<file path="config.mk">
export PLATFORM = sky130hd
export DESIGN_NAME = uart_rx_config_set
export DESIGN_NICKNAME = d
export VERILOG_FILES = /design/src/rtl/uart_rx_config_set.sv
export SDC_FILE = /design/constraint.sdc
export NUM_CORES = 1
export LEC_CHECK = 0
export CAP_MARGIN = 25
export CORE_MARGIN = 2
export CORE_UTILIZATION = 30
export CTS_BUF_LIST = sky130_fd_sc_hd__clkbuf_4 sky130_fd_sc_hd__clkbuf_8 sky130_fd_sc_hd__clkbuf_16
export DETAILED_ROUTE_END_ITERATION = 7
export HOLD_SLACK_MARGIN = 0.1
export PLACE_DENSITY_LB_ADDON = 0.12
export SLEW_MARGIN = 20
export SYNTH_ARGS = -nofsm -noshare
export SYNTH_HDL_FRONTEND = slang
export SYNTH_SLANG_ARGS = --single-unit
</file>
<file path="constraint.sdc">
create_clock -name clk -period 2.3 [get_ports clk]
set_clock_uncertainty 0.2 [all_clocks]
set_input_delay 0.23 -clock clk [delete_from_list [all_inputs] [get_ports clk]]
set_output_delay 0.23 -clock clk [all_outputs]
set_load 0.01 [all_outputs]
</file>
<file path="src/rtl/uart_rx_config_set.sv">
// UART 8N1 receiver plus config-frame parser for the motor config bus.
// A frame is HDR_BYTE, BUS_BYTES payload bytes (MSB byte first) and an XOR
// checksum over the payload. Only a complete, checksum-clean frame replaces
// busNow; anything malformed leaves the last good setting in place.
module uart_rx_config_set #(
  parameter int         busWIDTH  = 24,
  parameter int         CLK_DIV   = 87,
  parameter logic [7:0] HDR_BYTE  = 8'hA5,
  parameter int         TOUT_BITS = 20
) (
  input  logic                clk,
  input  logic                rst,
  input  logic                uRx,
  input  logic [busWIDTH-1:0] busDefault,
  output logic [busWIDTH-1:0] busNow,
  output logic                busUpdate,
  output logic [7:0]          rxByte,
  output logic                rxValid,
  output logic                frameErr,
  output logic                csumErr
);

  localparam int BUS_BYTES = busWIDTH / 8;
  localparam int BAUD_W    = $clog2(CLK_DIV);
  localparam int TOUT_CYC  = TOUT_BITS * CLK_DIV;
  localparam int TOUT_W    = $clog2(TOUT_CYC);
  localparam int IDX_W     = $clog2(BUS_BYTES + 1);

  localparam logic [BAUD_W-1:0] HALF_M1  = BAUD_W'(CLK_DIV / 2 - 1);
  localparam logic [BAUD_W-1:0] FULL_M1  = BAUD_W'(CLK_DIV - 1);
  localparam logic [TOUT_W-1:0] TOUT_M1  = TOUT_W'(TOUT_CYC - 1);
  localparam logic [IDX_W-1:0]  LAST_IDX = IDX_W'(BUS_BYTES - 1);

  typedef enum logic [1:0] {
    RX_IDLE  = 2'd0,
    RX_START = 2'd1,
    RX_DATA  = 2'd2,
    RX_STOP  = 2'd3
  } rx_state_t;

  typedef enum logic [1:0] {
    F_HUNT = 2'd0,
    F_DATA = 2'd1,
    F_CSUM = 2'd2
  } frame_state_t;

  // ---------------- input synchroniser ----------------
  logic rx_meta_r, rx_sync_r, rx_prev_r;
  logic fall_s;

  // Two-stage synchroniser plus one delayed copy for edge detection; idle-high reset.
  always_ff @(posedge clk) begin
    if (rst) begin
      rx_meta_r <= 1'b1;
      rx_sync_r <= 1'b1;
      rx_prev_r <= 1'b1;
    end else begin
      rx_meta_r <= uRx;
      rx_sync_r <= rx_meta_r;
      rx_prev_r <= rx_sync_r;
    end
  end

  assign fall_s = rx_prev_r & ~rx_sync_r;

  // ---------------- byte receiver ----------------
  rx_state_t         rx_state_r, rx_next_s;
  logic [BAUD_W-1:0] baud_cnt_r;
  logic [3:0]        bit_cnt_r;
  logic [7:0]        shift_r;
  logic              baud_hit_s;
  logic              baud_clr_s;
  logic              sample_bit_s;
  logic              stop_good_s;
  logic              stop_bad_s;

  assign baud_hit_s = (baud_cnt_r == FULL_M1);

  // Receiver state register.
  always_ff @(posedge clk) begin
    if (rst) begin
      rx_state_r <= RX_IDLE;
    end else begin
      rx_state_r <= rx_next_s;
    end
  end

  // Receiver next-state: start-bit qualification at half bit, then full-bit sampling.
  always_comb begin
    rx_next_s = rx_state_r;
    case (rx_state_r)
      RX_IDLE: begin
        if (fall_s) rx_next_s = RX_START;
        else        rx_next_s = RX_IDLE;
      end
      RX_START: begin
        if (baud_cnt_r == HALF_M1) begin
          if (rx_sync_r) rx_next_s = RX_IDLE;
          else           rx_next_s = RX_DATA;
        end else begin
          rx_next_s = RX_START;
        end
      end
      RX_DATA: begin
        if (baud_hit_s && (bit_cnt_r == 4'd7)) rx_next_s = RX_STOP;
        else                                    rx_next_s = RX_DATA;
      end
      RX_STOP: begin
        if (baud_hit_s) rx_next_s = RX_IDLE;
        else            rx_next_s = RX_STOP;
      end
      default: rx_next_s = RX_IDLE;
    endcase
  end

  // Receiver strobes: when to restart the baud counter, shift a bit, or judge the stop bit.
  always_comb begin
    baud_clr_s   = 1'b0;
    sample_bit_s = 1'b0;
    stop_good_s  = 1'b0;
    stop_bad_s   = 1'b0;
    case (rx_state_r)
      RX_IDLE: begin
        baud_clr_s = 1'b1;
      end
      RX_START: begin
        if (baud_cnt_r == HALF_M1) baud_clr_s = 1'b1;
        else                       baud_clr_s = 1'b0;
      end
      RX_DATA: begin
        baud_clr_s   = baud_hit_s;
        sample_bit_s = baud_hit_s;
      end
      RX_STOP: begin
        baud_clr_s  = baud_hit_s;
        stop_good_s = baud_hit_s & rx_sync_r;
        stop_bad_s  = baud_hit_s & ~rx_sync_r;
      end
      default: begin
        baud_clr_s = 1'b1;
      end
    endcase
  end

  // Receiver datapath: baud/bit counters, LSB-first shifter and registered byte outputs.
  always_ff @(posedge clk) begin
    if (rst) begin
      baud_cnt_r <= '0;
      bit_cnt_r  <= 4'd0;
      shift_r    <= 8'h00;
      rxByte     <= 8'h00;
      rxValid    <= 1'b0;
      frameErr   <= 1'b0;
    end else begin
      if (baud_clr_s) baud_cnt_r <= '0;
      else            baud_cnt_r <= baud_cnt_r + BAUD_W'(1);

      if (rx_state_r == RX_IDLE) bit_cnt_r <= 4'd0;
      else if (sample_bit_s)     bit_cnt_r <= bit_cnt_r + 4'd1;

      if (sample_bit_s) shift_r <= {rx_sync_r, shift_r[7:1]};

      if (stop_good_s) rxByte <= shift_r;
      rxValid  <= stop_good_s;
      frameErr <= stop_bad_s;
    end
  end

  // ---------------- frame parser ----------------
  frame_state_t        frame_state_r, frame_next_s;
  logic [busWIDTH-1:0] shadow_r;
  logic [7:0]          xor_r;
  logic [IDX_W-1:0]    idx_r;
  logic [TOUT_W-1:0]   tout_cnt_r;
  logic                tout_hit_s;
  logic                start_s;
  logic                store_s;
  logic                load_s;
  logic                bad_s;

  assign tout_hit_s = (frame_state_r != F_HUNT) && (tout_cnt_r == TOUT_M1);

  // Parser state register.
  always_ff @(posedge clk) begin
    if (rst) begin
      frame_state_r <= F_HUNT;
    end else begin
      frame_state_r <= frame_next_s;
    end
  end

  // Parser next-state: any framing error or inter-byte timeout drops back to hunting.
  always_comb begin
    frame_next_s = frame_state_r;
    case (frame_state_r)
      F_HUNT: begin
        if (rxValid && (rxByte == HDR_BYTE)) frame_next_s = F_DATA;
        else                                 frame_next_s = F_HUNT;
      end
      F_DATA: begin
        if (frameErr || tout_hit_s)           frame_next_s = F_HUNT;
        else if (rxValid && (idx_r == LAST_IDX)) frame_next_s = F_CSUM;
        else                                   frame_next_s = F_DATA;
      end
      F_CSUM: begin
        if (frameErr || tout_hit_s || rxValid) frame_next_s = F_HUNT;
        else                                   frame_next_s = F_CSUM;
      end
      default: frame_next_s = F_HUNT;
    endcase
  end

  // Parser strobes: header accept, payload store, checksum accept or reject.
  always_comb begin
    start_s = 1'b0;
    store_s = 1'b0;
    load_s  = 1'b0;
    bad_s   = 1'b0;
    case (frame_state_r)
      F_HUNT: begin
        start_s = rxValid && (rxByte == HDR_BYTE);
      end
      F_DATA: begin
        store_s = rxValid;
      end
      F_CSUM: begin
        load_s = rxValid && (rxByte == xor_r);
        bad_s  = rxValid && (rxByte != xor_r);
      end
      default: begin
        start_s = 1'b0;
      end
    endcase
  end

  // Parser datapath: payload shadow, running XOR, byte index, timeout and bus commit.
  always_ff @(posedge clk) begin
    if (rst) begin
      busNow     <= busDefault;
      busUpdate  <= 1'b0;
      csumErr    <= 1'b0;
      shadow_r   <= '0;
      xor_r      <= 8'h00;
      idx_r      <= '0;
      tout_cnt_r <= '0;
    end else begin
      busUpdate <= load_s;
      csumErr   <= bad_s;
      if (load_s) busNow <= shadow_r;

      if (start_s) begin
        idx_r <= '0;
        xor_r <= 8'h00;
      end else if (store_s) begin
        for (int b = 0; b < BUS_BYTES; b++) begin
          if (idx_r == IDX_W'(b)) shadow_r[busWIDTH-1-8*b -: 8] <= rxByte;
        end
        xor_r <= xor_r ^ rxByte;
        idx_r <= idx_r + IDX_W'(1);
      end

      if ((frame_state_r == F_HUNT) || rxValid) tout_cnt_r <= '0;
      else                                      tout_cnt_r <= tout_cnt_r + TOUT_W'(1);
    end
  end

endmodule

</file>
* Word level (Yosys, flattened, before mapping) *
Cells that the tools add are included.

storage, ports and cells
  flip-flop bits (word level) = 107
  bits of input ports = 27
  output and inout bits = 36
  word-level logic and storage cells = 90

operators by class
  add/sub/neg operators = 4
  eq/ne operators = 14
  muxes and demuxes = 20
  bitwise logic cells = 8
  reductions and logical operators = 24

operators with widths
  cell                                                             number
  24-bit 2-to-1 mux                                                2
  2-bit OR reduction                                               7
  2-bit 2-to-1 mux                                                 6
  11-bit by 1-bit adder with 11-bit output, second input constant  1
  11-bit == test, second input constant                            1
  1-bit 2-to-1 mux                                                 9
  3-bit AND reduction                                              3
  2-bit == test, second input constant                             4
  8-bit == test                                                    1
  8-bit == test, second input constant                             1
  8-bit inequality test                                            1
  2-bit one-hot mux with 4 select lines                            1
  8-bit bitwise XOR                                                1
  7-bit by 1-bit adder with 7-bit output, second input constant    1
  7-bit by 6-bit == test with 1-bit output, second input constant  1
  7-bit == test, second input constant                             1
  2-bit by 1-bit == test with 1-bit output, second input constant  3
  1-bit logical AND                                                6
  2-bit logical NOT                                                3
  2-bit one-hot mux with 3 select lines                            1
  4-bit by 1-bit adder with 4-bit output, second input constant    1
  4-bit by 3-bit == test with 1-bit output, second input constant  1
  1-bit inverter                                                   4
  2-bit nonzero test                                               2
  other kinds (4)                                                  8

* Depth between registers and ports, before layout *
Gate-level depths: netlist of run 1.

  depth in word-level cells = 6
  depth in mapped cells = 7
  mapped depth without buffers = 6

* Least setup slack after synthesis of run 1 *
OpenSTA, ideal clock, no wires.

  path kind = register -> register
  from = register rxByte[3]
  to = register busNow[0], enable pin
  setup time = 0.366 ns
  arrival time = 1.433 ns
  data required time = 1.734 ns
  setup slack = 0.301 ns
  cell stages (with the launch flop) = 6
  path buffers = 1
  clock period less this slack = 1.999 ns
  cells stage by stage = dfxtp_1 -> clkbuf_1 -> xnor2_1 -> nand4_1 -> nor2_1 -> a31o_2

between the ends
  word-level cells in the longest chain between the ends = 4

RTL lines
  item                                 RTL line  source
  start: declaration                   17        output logic [7:0] rxByte,
  start signal: assignment             163       if (stop_good_s) rxByte <= shift_r;
  8-bit == test                        227       load_s = rxValid && (rxByte == xor_r);
  1-bit logical AND                    227
  1-bit 2-to-1 mux                     219       case (frame_state_r)
  2-bit nonzero test (no source line)  -
  end signal: assignment               239       busNow <= busDefault;
  end signal: assignment               249       if (load_s) busNow <= shadow_r;
  end: declaration                     15        output logic [busWIDTH-1:0] busNow,

No other way between the ends.
A chain may end at the register's enable or synchronous reset.

* Worst setup path after layout of run 1 *
  from = register rxByte[4]
  to = output port rxByte[4]

No word-level cell between the ends.

==> results_dict.tcl, run 1 <==
set metrics [dict create \
    postCtsSetupRepairBufs 0 \
    synthTopCellsByArea "dfxtp_1 (38%), edfxtp_1 (16%), nand2_1 (7.2%)" \
    dieArea_um2 15660 \
    power_density_nw_per_um2 649.8 \
    worstPathMaxFanout 8 \
    max_slew_margin_pct 68.78 \
    gp_congestion 0.7786 \
    final_max_slew_viol_count 0 \
    detail-route-antenna-nets 0 \
    synthFlopType "dfxtp_1" \
    n_fill_cell 1436 \
    track_usage_pct 13.11 \
    fin_tns_setup_ps 0 \
    syn_to_final_growth_pct 26.63 \
    fin_crit_sh_pct 84.72 \
    async_reset_ff_share_pct 0 \
    r2r_slack_ps 380 \
    synth.avg_cell_area_um2 9.984 \
    hp-class "reg -> reg" \
    critPathKind "reg -> out" \
    hold_end "rx_sync_r" \
    clkTransAtPathRegs_ps 70 \
    grt_max_degree 27 \
    critPathBufInv 1 \
    portBuffers 62 \
    yosysSeqAreaShare_pct 54.11 \
    drcViolationCount 0 \
    synth.distinct_cells 47 \
    timing.rr.end "busNow[19]" \
    r2r-start "rxByte[4]" \
    cts_hold_buf 0 \
    crit_slowest_cell "clkdlybuf4s50_1" \
    outcome "completed" \
    routed_wirelength_um 9833 \
    grt_pass1_wl_um 16430 \
    diodes 0 \
    syn_nets 475 \
    synth_most_common_cell "nand2_1" \
    wl_per_cell_um 14.13 \
    reg2reg_depth 5 \
    setup_violations 0 \
    synthCells 441 \
    hold_ws_ps 209.8 \
    cpLargestDelayFamily "buffers and inverters" \
    vias 3217 \
    fp.dieW_um 125.1 \
    cts_buffers 9 \
    max_slew.worst_pin.slew_ps 462.2 \
    h-tree-depth 3 \
    finalHoldViolations 0 \
    synth_top_area_share_pct 37.74 \
    start_util_pct 30.53 \
    cp_data_arrival_time_ps 1520 \
    row_count 44 \
    cts_tree "yes" \
    synth_area_um2 4403 \
    gr-total-overflow 0 \
    drive_gt1_share_pct 13.09 \
    clock-sinks 107 \
    first_global_vias 3203 \
    design_power_total_mw 3.623 \
    cts_resized 0 \
    worstHoldStart "rx_meta_r" \
    start_kind "flip-flop" \
    final_util_pct 38.65 \
    coreArea_um2 14420 \
    via_per_inst 4.622 \
    dr.pass1.iters 4 \
    hold_depth 1 \
    hpwlAfterDp_um 7001 \
    fmax_mhz 513.2 \
    clock_path_buffers 2 \
    crit_required_ps 1870 \
    slowest_delay_ps 660 \
    maxCapViolations 0 \
    ir_drop_v 0.0003222 \
    synth_edf_count 24 \
    antenna_found_initial 0 \
    die_h_um 125.1 \
    clock_latency_ps 350 \
    yosysTopAreaCell "dfxtp_1" \
    synth_commonest_cells "nand2_1 (84), dfxtp_1 (83), a21oi_1 (39), nor2_1 (35)" \
    period_needed_ps 1949 \
    cp-end-kind "output pin" \
    drt-initial-drc-count 142 \
    io_pins 63 \
    ys_ff_latch 107 \
    p_leak_nw 1.904 \
    rsz0062_at_grt "no" \
    yosysWarningCount 0 \
    cts_root_buf "clkbuf_16" \
    nNetsFinal 541 \
    crit_path_cell_trace "clkdlybuf4s50_1" \
]
## registers in the layout (all words and copies together), names as in the netlist
register	count
baud_cnt_r	7
bit_cnt_r	4
busNow	24
busUpdate	1
csumErr	1
frameErr	1
frame_state_r	2
idx_r	2
rxByte	8
rxValid	1
rx_meta_r	1
rx_prev_r	1
rx_state_r	2
rx_sync_r	1
shadow_r	24
shift_r	8
tout_cnt_r	11
xor_r	8
## placed cells by master, fill, tap and decap left out, drive strengths merged, types with 3 or more instances in the layout
master	instances
nand2	84
dfxtp	83
clkdlybuf4s50	61
a21oi	39
nor2	35
mux2	24
edfxtp	24
buf	18
xnor2	16
xor2	15
clkbuf	14
nor3	13
nand3	11
mux2i	8
inv	7
ha	7
nand4	6
o21ai	5
nor2b	3
or2	3
or3	3
and3	3
## metrics by stage
stage               instance area [um2]  instances  setup slack, ps
global route                       5575        696            246.4
floorplan                          4403        441            301.0
detailed placement                 5299        680            355.9
finish                             5575        696            351.3
global placement                   5299        680            428.3
CTS                                5575        696            335.5
## kinds of logic (layout without fill, tap and decap cells)
group	count (synthesis)	after routing	synth area share, %
AOI/OAI and AO/OA	53	53	6.678
xor gates and xnor gates	31	31	6.167
and+or+nand+nor	180	180	20.18
DFF	107	107	54.11
muxes	32	32	7.957
buffers and inverters	31	102	2.927
adders and majority gates	7	7	1.989
## metal layers
layer | routed length, um | up-vias | share of wire, % | GRT usage, %
met4 | 218 | 0 | 2.2 | 5.621
met2 | 4475 | 65 | 46 | 20.14
li1 | - | 1637 | - | -
met5 | 0 | - | 0 | 0
met3 | 510 | 12 | 5.2 | 3.937
met1 | 4628 | 1503 | 47 | 17.16
## worst max-delay path by stage
stage,from,end,slack [ps],depth (start not counted)
after floorplan,rxByte[3],busNow[0],300,5
after global placement,rxByte[4],busNow[19],430,5
after detailed placement,rxByte[4],busNow[17],360,5
after CTS,rxByte[4],rxByte[4],340,1
after global routing,rxByte[4],busNow[19],250,5
final,rxByte[4],rxByte[4],350,1
## area by class of cell
class                      count  area, um2  share of cell area, %
sequential                   107       2382                  42.73
multi-input combinational    303       1892                  33.93
inverter                       7      26.28                 0.4713
tap                          184      230.2                  4.129
timing repair buffer          79      768.2                  13.78
clock inverter                 2      13.76                 0.2469
clock buffer                  14      262.8                  4.713
## power by group
| group | switching (mW) | total (mW) | internal, mW |
|---|---|---|---|
| Combinational | 0.0775 | 0.196 | 0.119 |
| Sequential | 0.0114 | 1.96 | 1.95 |
| Clock | 0.668 | 1.46 | 0.797 |
| Total | 0.757 | 3.62 | 2.87 |
Power figures use the tool's default switching activity.
==> inputs of run 2 (changes only) <==
==> constraint.sdc (replaced) <==
create_clock -name clk -period 1.8 [get_ports clk]
set_clock_uncertainty 0.2 [all_clocks]
set_input_delay 0.18 -clock clk [delete_from_list [all_inputs] [get_ports clk]]
set_output_delay 0.18 -clock clk [all_outputs]
set_load 0.01 [all_outputs]
==> run 2 against run 1 <==
Net effect:
- die area unchanged
- non-clock buffer count increased by 10
- final cell count increased by 1.4%
- total power increased by 35%
- worst hold slack got worse by 3.4 ps
- final area increased by 3.5%
- highest routed layer unchanged
- count of clock-buffer cells in the layout decreased by 3
- setup slack got worse by 320 ps
- first-iteration DRC count decreased by 1.4%
- via count increased by 2.1%
- utilization increased by 1.3 points
==> results_dict.tcl, run 2 (synthesized netlist as in run 1, its figures left out) <==
set metrics [dict create \
    outcome "completed" \
    antenna_found_initial 0 \
    maxCapViolations 0 \
    critPathKind "reg -> out" \
    drcViolationCount 0 \
    wl_per_cell_um 13.97 \
    p_sw_share_pct 20.07 \
    vias 3284 \
    coreArea_um2 14420 \
    layout_common_cells "nand2_1 (83), dfxtp_1 (80), clkdlybuf4s50_1 (53)" \
    ir_drop_v 0.0003409 \
    p_switching_mw 0.9779 \
    setup_violations 0 \
    cp_data_arrival_time_ps 1390 \
    critPathBufInv 2 \
    portBuffers 62 \
    slowest_delay_ps 540 \
    hp-class "in -> reg" \
    placed_area_um2 5400 \
    multi_input_area_um2 1933 \
    drive_gt1_share_pct 16.28 \
    start_util_pct 30.53 \
    p_leak_nw 2.043 \
    io_pins 63 \
    cts_buffers 9 \
    die_h_um 125.1 \
    detail-route-antenna-nets 0 \
    nNetsFinal 551 \
    hpwlAfterDp_um 6973 \
    n_fill_cell 1469 \
    fp.dieW_um 125.1 \
    gp_congestion 0.7594 \
    pwr-share-clk_pct 43.3 \
    seqPwrFrac_pct 51.4 \
    max_slew_margin_pct 74.04 \
    max_slew.worst_pin.slew_ps 389.4 \
    post-place-ws_ps -112.4 \
    h-tree-depth 3 \
    start_kind "flip-flop" \
    clock_latency_ps 350 \
    dr.pass1.iters 4 \
    diodes 0 \
    final_max_slew_viol_count 0 \
    grt_max_degree 33 \
    fmax_mhz 566.2 \
    drt-initial-drc-count 140 \
    clock_path_buffers 2 \
    largestRegisters "busNow (24), shadow_r (24), tout_cnt_r (11)" \
    comb_power_share_pct 5.3 \
    worst_slack_ps 33.83 \
    clkTransAtPathRegs_ps 70 \
    final_cell_area_um2 5768 \
    fin_crit_sh_pct 98.12 \
    routed_wirelength_um 9864 \
    postCtsSetupRepairBufs 0 \
    grt_pass1_wl_um 16390 \
    worstPathMaxFanout 7 \
    syn_to_final_growth_pct 31.00 \
    cp-end-kind "output pin" \
    finalHoldViolations 0 \
    crit_slowest_cell "clkdlybuf4s50_1" \
    dieArea_um2 15660 \
    internal_power_mw 3.895 \
    period_needed_ps 1766 \
    row_count 44 \
    cpLargestDelayFamily "buffers and inverters" \
    gr-total-overflow 0 \
    cts_root_buf "clkbuf_16" \
    design_power_total_mw 4.873 \
    first_global_vias 3226 \
    track_usage_pct 13.12 \
    final_common_cell "nand2_1" \
    via_per_inst 4.652 \
    cts_tree "yes" \
    crit_required_ps 1420 \
    clock-sinks 107 \
    power_density_nw_per_um2 844.8 \
    fin_tns_setup_ps 0 \
    crit_path_cell_trace "buf_6, clkdlybuf4s50_1" \
    regArea_um2 2386 \
]
-- run 2: changes by cell type in the layout (fill, tap and decap cells not counted), sizes merged --
cell | previous run | this run
inv | 7 | 8
bufinv | 0 | 2
dlymetal6s2s | 0 | 1
buf | 18 | 27
clkbuf | 14 | 11
dlygate4sd2 | 0 | 7
clkdlybuf4s50 | 61 | 53
dlygate4sd3 | 0 | 1
-- run 2: cell type report --
cell class	count	area share [%]
Timing Repair Buffer	89	15.18
Multi-Input combinational cell	303	33.51
Clock buffer	11	4.165
Clock inverter	5	1.323
Sequential cell	107	41.37
Inverter	7	0.4555
Tap cell	184	3.991
-- run 2: stage by stage --
step / cells / hold WS (ps) / util (%)
after global routing: 706 / 202.6 / 39.99
after floorplan: 441 / 83.81 / -
final: 706 / 206.5 / 39.99
after CTS: 706 / 190.7 / 39.82
after global placement: 689 / 200.7 / 37.44
after detailed placement: 689 / 201.8 / 37.44
-- run 2: per-layer routing --
| layer | track usage [%] | vias up | part of all wire [%] |
|---|---|---|---|
| met3 | 2.781 | 12 | 3.0 |
| met4 | 5.686 | 0 | 2.1 |
| met2 | 20.33 | 53 | 45 |
| met5 | 0 | - | 0 |
| met1 | 17.74 | 1555 | 50 |
| li1 | - | 1664 | - |
-- run 2: final timing paths --
path                 startpoint            to  slack [ps]  cells after the start
hold / removal              uRx     rx_meta_r         210                      2
hold reg to reg       rx_meta_r     rx_sync_r         210                      1
setup reg to reg  baud_cnt_r[0]  bit_cnt_r[2]         100                      7
setup / recovery      rxByte[0]     rxByte[0]          30                      2
-- run 2: worst register-to-register path, cell delays in order, from the launching register on --
cell and delay, ps:
dfxtp_1 330, inv_1 60, ha_2 210, nand2_2 120, nor4b_4 260, buf_4 220, nand3b_1 100, a21oi_1 130
-- run 2: power by group through the flow --
stage | combinational [mW] | sequential (mW) | clock, mW
detailed placement | 0.259 | 2.56 | 0
global placement | 0.258 | 2.56 | 0
CTS | 0.262 | 2.50 | 2.19
floorplan | 0.0866 | 2.58 | 0
global route | 0.276 | 2.51 | 2.28
finish | 0.258 | 2.50 | 2.11
-- run 2: what timing repair did --
| item | in CTS | in global routing |
|---|---|---|
| resized for setup | 16 | 7 |
| setup endpoints to repair | 20 | 42 |
| hold buffers | 1 | 0 |
| pin swaps | 0 | 2 |
| hold endpoints to repair | 4 | 0 |
